<file path="config.mk">
export PLATFORM = sky130hd
export DESIGN_NAME = sadd_pipe_sat
export DESIGN_NICKNAME = d
export VERILOG_FILES = /design/src/rtl/sadd_pipe_sat.sv
export SDC_FILE = /design/constraint.sdc
export NUM_CORES = 1
export LEC_CHECK = 0
export ABC_CLOCK_PERIOD_IN_PS = 4220
export BUFFER_PORTS_ARGS = -buffer_cell sky130_fd_sc_hd__buf_4
export CAP_MARGIN = 30
export CORE_AREA = 2 2 56 110
export CTS_CLUSTER_SIZE = 28
export DETAILED_ROUTE_END_ITERATION = 10
export DIE_AREA = 0 0 58 112
export MAX_ROUTING_LAYER = met4
export PLACE_DENSITY = 0.66
export SLEW_MARGIN = 20
export SYNTH_ARGS = -nofsm -noshare
export SYNTH_HDL_FRONTEND = slang
export SYNTH_SLANG_ARGS = --single-unit
</file>
<file path="constraint.sdc">
create_clock -name clk -period 4.22 [get_ports clk]
set_input_delay 0.422 -clock clk [delete_from_list [all_inputs] [get_ports clk]]
set_output_delay 0.422 -clock clk [all_outputs]
set_load 0.02 [all_outputs]
</file>
<file path="src/rtl/sadd_pipe_sat.sv">
// Two-stage valid/ready signed adder/subtractor with overflow detection,
// optional saturation, a running accumulator and a sticky overflow flag.
module sadd_pipe_sat #(
    parameter int WIDTH = 8
) (
    input  logic             clk,
    input  logic             rst_n,
    input  logic             in_valid,
    output logic             in_ready,
    input  logic [WIDTH-1:0] a,
    input  logic [WIDTH-1:0] b,
    input  logic             c_in,
    input  logic             op_sub,
    input  logic             sat_mode,
    input  logic             acc_mode,
    input  logic             acc_clr,
    input  logic             ovf_clr,
    output logic             out_valid,
    input  logic             out_ready,
    output logic [WIDTH-1:0] sum,
    output logic             carry_out,
    output logic             overflow,
    output logic             ovf_sticky
);

    logic             r_s1_valid;
    logic [WIDTH-1:0] r_s1_a;
    logic [WIDTH-1:0] r_s1_b;
    logic             r_s1_cin;
    logic             r_s1_sub;
    logic             r_s1_sat;
    logic             r_s1_acc;

    logic             r_out_valid;
    logic [WIDTH-1:0] r_sum;
    logic             r_carry;
    logic             r_ovf;
    logic             r_sticky;
    logic [WIDTH-1:0] r_acc;

    logic             w_accept;
    logic             w_s2_load;
    logic [WIDTH-1:0] w_a_eff;
    logic [WIDTH-1:0] w_b_eff;
    logic             w_cin_eff;
    logic [WIDTH:0]   w_raw;
    logic             w_carry_msb;
    logic             w_ovf;
    logic [WIDTH-1:0] w_sum;

    // Clamp toward the sign of A: two operands of equal sign can only overflow away from zero.
    function automatic logic [WIDTH-1:0] saturate(
        input logic [WIDTH-1:0] raw,
        input logic             sat,
        input logic             ovf,
        input logic             a_sign
    );
        logic [WIDTH-1:0] res;
        res = raw;
        if (sat && ovf) begin
            if (a_sign) begin
                res = {1'b1, {(WIDTH-1){1'b0}}};
            end else begin
                res = {1'b0, {(WIDTH-1){1'b1}}};
            end
        end else begin
            res = raw;
        end
        return res;
    endfunction

    assign in_ready   = !r_s1_valid || !r_out_valid || out_ready;
    assign w_accept   = in_valid && in_ready;
    assign w_s2_load  = r_s1_valid && (!r_out_valid || out_ready);

    assign out_valid  = r_out_valid;
    assign sum        = r_sum;
    assign carry_out  = r_carry;
    assign overflow   = r_ovf;
    assign ovf_sticky = r_sticky;

    always_comb begin
        w_a_eff     = '0;
        w_b_eff     = '0;
        w_cin_eff   = 1'b0;
        if (r_s1_acc) begin
            w_a_eff = r_acc;
        end else begin
            w_a_eff = r_s1_a;
        end
        if (r_s1_sub) begin
            w_b_eff   = ~r_s1_b;
            w_cin_eff = ~r_s1_cin;
        end else begin
            w_b_eff   = r_s1_b;
            w_cin_eff = r_s1_cin;
        end
        w_raw       = {1'b0, w_a_eff} + {1'b0, w_b_eff} + {{WIDTH{1'b0}}, w_cin_eff};
        w_carry_msb = w_a_eff[WIDTH-1] ^ w_b_eff[WIDTH-1] ^ w_raw[WIDTH-1];
        w_ovf       = w_carry_msb ^ w_raw[WIDTH];
        w_sum       = saturate(w_raw[WIDTH-1:0], r_s1_sat, w_ovf, w_a_eff[WIDTH-1]);
    end

    always_ff @(posedge clk or negedge rst_n) begin
        if (!rst_n) begin
            r_s1_valid <= 1'b0;
            r_s1_a     <= '0;
            r_s1_b     <= '0;
            r_s1_cin   <= 1'b0;
            r_s1_sub   <= 1'b0;
            r_s1_sat   <= 1'b0;
            r_s1_acc   <= 1'b0;
        end else if (w_accept) begin
            r_s1_valid <= 1'b1;
            r_s1_a     <= a;
            r_s1_b     <= b;
            r_s1_cin   <= c_in;
            r_s1_sub   <= op_sub;
            r_s1_sat   <= sat_mode;
            r_s1_acc   <= acc_mode;
        end else if (w_s2_load) begin
            r_s1_valid <= 1'b0;
        end else begin
            r_s1_valid <= r_s1_valid;
        end
    end

    // Result registers hold while the consumer stalls; out_valid drops once taken.
    always_ff @(posedge clk or negedge rst_n) begin
        if (!rst_n) begin
            r_out_valid <= 1'b0;
            r_sum       <= '0;
            r_carry     <= 1'b0;
            r_ovf       <= 1'b0;
        end else if (w_s2_load) begin
            r_out_valid <= 1'b1;
            r_sum       <= w_sum;
            r_carry     <= w_raw[WIDTH];
            r_ovf       <= w_ovf;
        end else if (out_ready) begin
            r_out_valid <= 1'b0;
        end else begin
            r_out_valid <= r_out_valid;
        end
    end

    always_ff @(posedge clk or negedge rst_n) begin
        if (!rst_n) begin
            r_acc <= '0;
        end else if (acc_clr) begin
            r_acc <= '0;
        end else if (w_s2_load) begin
            r_acc <= w_sum;
        end else begin
            r_acc <= r_acc;
        end
    end

    // A new overflow outranks a simultaneous clear so no event is ever lost.
    always_ff @(posedge clk or negedge rst_n) begin
        if (!rst_n) begin
            r_sticky <= 1'b0;
        end else if (w_s2_load && w_ovf) begin
            r_sticky <= 1'b1;
        end else if (ovf_clr) begin
            r_sticky <= 1'b0;
        end else begin
            r_sticky <= r_sticky;
        end
    end

endmodule

</file>
==> out/qor.csv <==
stage,metric,value,unit
synth,syn_inst,195,
sta,maxSlewViolCount,0,
clock_tree,cts-resized-gates,0,
layout,drive_gt1_share,32.5,%
setup_path,worst-path-max-fanout,14,
clock_tree,cts_made_buffers,5,
synth,yosys-top-cells-area,"dfrtp_1 (47%), mux2_2 (13%), ha_1 (4.0%)",
flow_run,max-cap-violations,0,
worst_hold_path,hp-class,in -> async,
sta,tightest_slew,0.778,ns
layout,fill_cells,571,
layout,ff_latch_area,1030,µm²
grt,grt_pass1_wl,7160,µm
floorplanning,fp.coreArea,5660,µm²
detailed_routing,first_iter_violations,18,
layout,antenna_cells,0,
grt,antenna_found_initial,0,
detailed_routing,drtPass1Iterations,4,
setup_path,startpoint_type,flop,
sta,hold_violations,0,
clock_tree,htreeDepth,2,
synth,yosysWarnings,0,
setup_path,cpPeakStageDelay,0.61,ns
synth,syn_avg_cell_area,11.1,µm²
detailed_routing,viasPerCell,5.11,
synth,synthesis.nets,230,
sta,holdWs,0.104,ns
clock_tree,cts_setup_buffers,0,
layout,final_nets,268,
grt,overflow,0,
grt,grt_max_degree,42,
placement,place_area,2500,µm²
clock_tree,cts_buffer_depth,2,
layout,final_core_util,46.6,%
sta,fin_worst_skew,0.00256,ns
floorplanning,die-area,6500,µm²
detailed_routing,antenna_left,0,
floorplanning,rows,39,
floorplanning,die_w,58,µm
clock_tree,clk_latency,0.28,ns
layout,area_growth,21.5,%
setup_path,crit_chain,"xnor2_1, fa_1, fa_1, nand2b_1, a2111oi_2, o21ai_0, mux2_4, o21a_4, a211oi_1",
floorplanning,die_h,112,µm
placement,gp_congestion,0.838,
power_and_ir_drop,vdd_drop_max,0.337,mV
clock_tree,clockRootBuffer,clkbuf_16,
placement,pre_cts_ws,0.738,ns
layout,fin_area,2640,µm²
sta,finalWorstSetupSlack,0.791,ns
floorplanning,start_util,38.4,%
detailed_routing,vias,1506,
setup_path,crit_buf_inv,0,
synth,ys_ff_latch,41,
synth,yosys.area.top_type,dfrtp_1,
sta,clock.fmax,292,MHz
detailed_routing,wire_per_inst,13.8,µm
setup_path,critical_path_class,reg -> reg,
power_and_ir_drop,pwr_density_cell,630,nW/µm²
sta,period_share,81.3,%
setup_path,required,4.41,ns
clock_tree,cts_num_sinks,41,
detailed_routing,routed_wl,4080,µm
setup_path,slowest_stage,dfrtp_1,
status,status,"finished, final reports clean",
synth,yosysUniqueCellTypes,36,
floorplanning,io_pins,39,
grt,grt_pass1_vias,1577,
layout,multi_input_area,1090,µm²
placement,port_buffers,38,
synth,syn_area,2170,µm²
setup_path,critPathCaptureType,flop,
sta,timing.final.crit_period,3.43,ns
grt,track_usage,14.8,%
setup_path,arrival,3.62,ns
power_and_ir_drop,p_leak,1.22,nW
clock_tree,cts_tree,done,
detailed_routing,remaining_drc_errors,0,
sta,rsz0062_at_grt,no,
synth,synth_top_area_share,47.2,%
setup_path,cp_top_family,compound AO/OA/AOI/OAI gates,
setup_path,crit_path_frequent_cell,fa_1,
placement,dp.final_hpwl,3250,µm
sta,fin_setup_tns,0,ns
sta,slew_headroom,48.0,%
sta,setup_viol,0,
synth,yosysSeqAreaShare,47.2,%
clock_tree,clk_pin_slew,0.05,ns
clock_tree,cts_hold_buf,0,
-- Yosys cell counts, drive strengths merged --
cell type  number
a2111oi         1
a211o           1
a211oi          8
a21o            2
a21oi          13
a221o           1
a31oi           1
and2            2
and3            1
buf             2
clkbuf          6
dfrtp          41
fa              2
ha              7
inv             6
mux2           26
mux2i           4
nand2           8
nand2b          9
nand3           2
nand3b          1
nor2           23
o211ai          1
o21a            3
o21ai           5
o22ai           1
o31ai           1
or2b            2
or3             2
or3b            1
xnor2           4
xor2            8
-- cells by family (layout without fill, tap and decap cells) --
group,Yosys count,after routing,synth area share (%)
and+or+nand+nor,51,51,11.3
adders and majority gates,9,9,5.88
muxes,30,30,15.5
DFF,41,41,47.2
AOI/OAI and AO/OA,38,38,12.5
xor gates and xnor gates,12,12,4.84
buffers and inverters,14,53,2.76
-- routing by layer --
layer / track usage [%] / up-vias / wire length (µm) / share of wire (%)
met5: - / - / 0 / 0
met4: 7.44 / 0 / 111 / 2.7
met3: 2.21 / 6 / 123 / 3.0
met2: 26.0 / 24 / 2390 / 59
met1: 15.5 / 724 / 1450 / 36
li1: - / 752 / - / -
-- cell usage in the layout (no fill, tap or decap), types with 2 or more instances in the layout --
cell type  instances
dfrtp_1           41
buf_4             39
mux2_2            25
nor2_1            23
a21oi_1           13
nand2b_1           9
xor2_1             8
nand2_1            8
ha_1               7
inv_1              6
o21ai_0            5
a211oi_1           5
clkbuf_16          5
mux2i_1            4
xnor2_1            4
a211oi_2           3
clkbuf_1           3
and2_1             2
a21o_1             2
o21a_1             2
or3_1              2
nand3_1            2
or2b_1             2
fa_1               2
-- per-stage QoR --
step	std cells	power [W]
2_1_floorplan	195	0.00111
3_3_place_gp	287	0.00131
3_5_place_dp	287	0.00132
4_1_cts	295	0.00169
5_1_grt	295	0.00180
6_report	295	0.00166
-- worst reg2reg max path: cells and delay by family, from the launching register on --
kind                       cells  cell delay [ns]
AOI/OAI and AO/OA              4             1.13
xor gates and xnor gates       1             0.18
adders and majority gates      2             0.85
DFF                            1             0.61
muxes                          1             0.34
and+or+nand+nor                1             0.22
-- registers in the layout, indices dropped and copies added, names as in the netlist --
| register | flops |
|---|---|
| r_s1_sub | 1 |
| r_s1_a | 8 |
| r_s1_acc | 1 |
| r_s1_cin | 1 |
| r_s1_b | 8 |
| sum | 8 |
| overflow | 1 |
| r_s1_sat | 1 |
| carry_out | 1 |
| ovf_sticky | 1 |
| out_valid | 1 |
| r_s1_valid | 1 |
| r_acc | 8 |
-- cell type report --
class | instances | share of cell area [%]
inverter | 6 | 0.853
timing repair buffer | 39 | 11.1
tap | 61 | 2.89
multi-input combinational | 140 | 41.1
clock buffer | 8 | 5.17
sequential | 41 | 38.9
-- power by group --
| part | internal, W | switching [W] | total (W) | leakage, nW |
|---|---|---|---|---|
| Sequential | 0.000493 | 0.0000623 | 0.000556 | 0.483 |
| Clock | 0.000219 | 0.000133 | 0.000352 | 0.0652 |
| Combinational | 0.000342 | 0.000414 | 0.000756 | 0.669 |
| Total | 0.00105 | 0.000609 | 0.00166 | 1.22 |
-- path summary, 6_finish.rpt --
| path | startpoint | endpoint | slack (ns) | cells after the start |
|---|---|---|---|---|
| max in group asynchronous | rst_n | r_s1_b[4] | 3.76 | 1 |
| min | rst_n | r_s1_a[1] | 0.10 | 1 |
| min reg2reg | sum[7] | sum[7] | 0.49 | 1 |
| max | r_s1_sub | r_acc[0] | 0.79 | 9 |
| min in group clk | ovf_clr | ovf_sticky | 0.33 | 2 |
| max reg2reg | r_s1_sub | r_acc[0] | 0.79 | 9 |
Power figures use the tool's default switching activity.
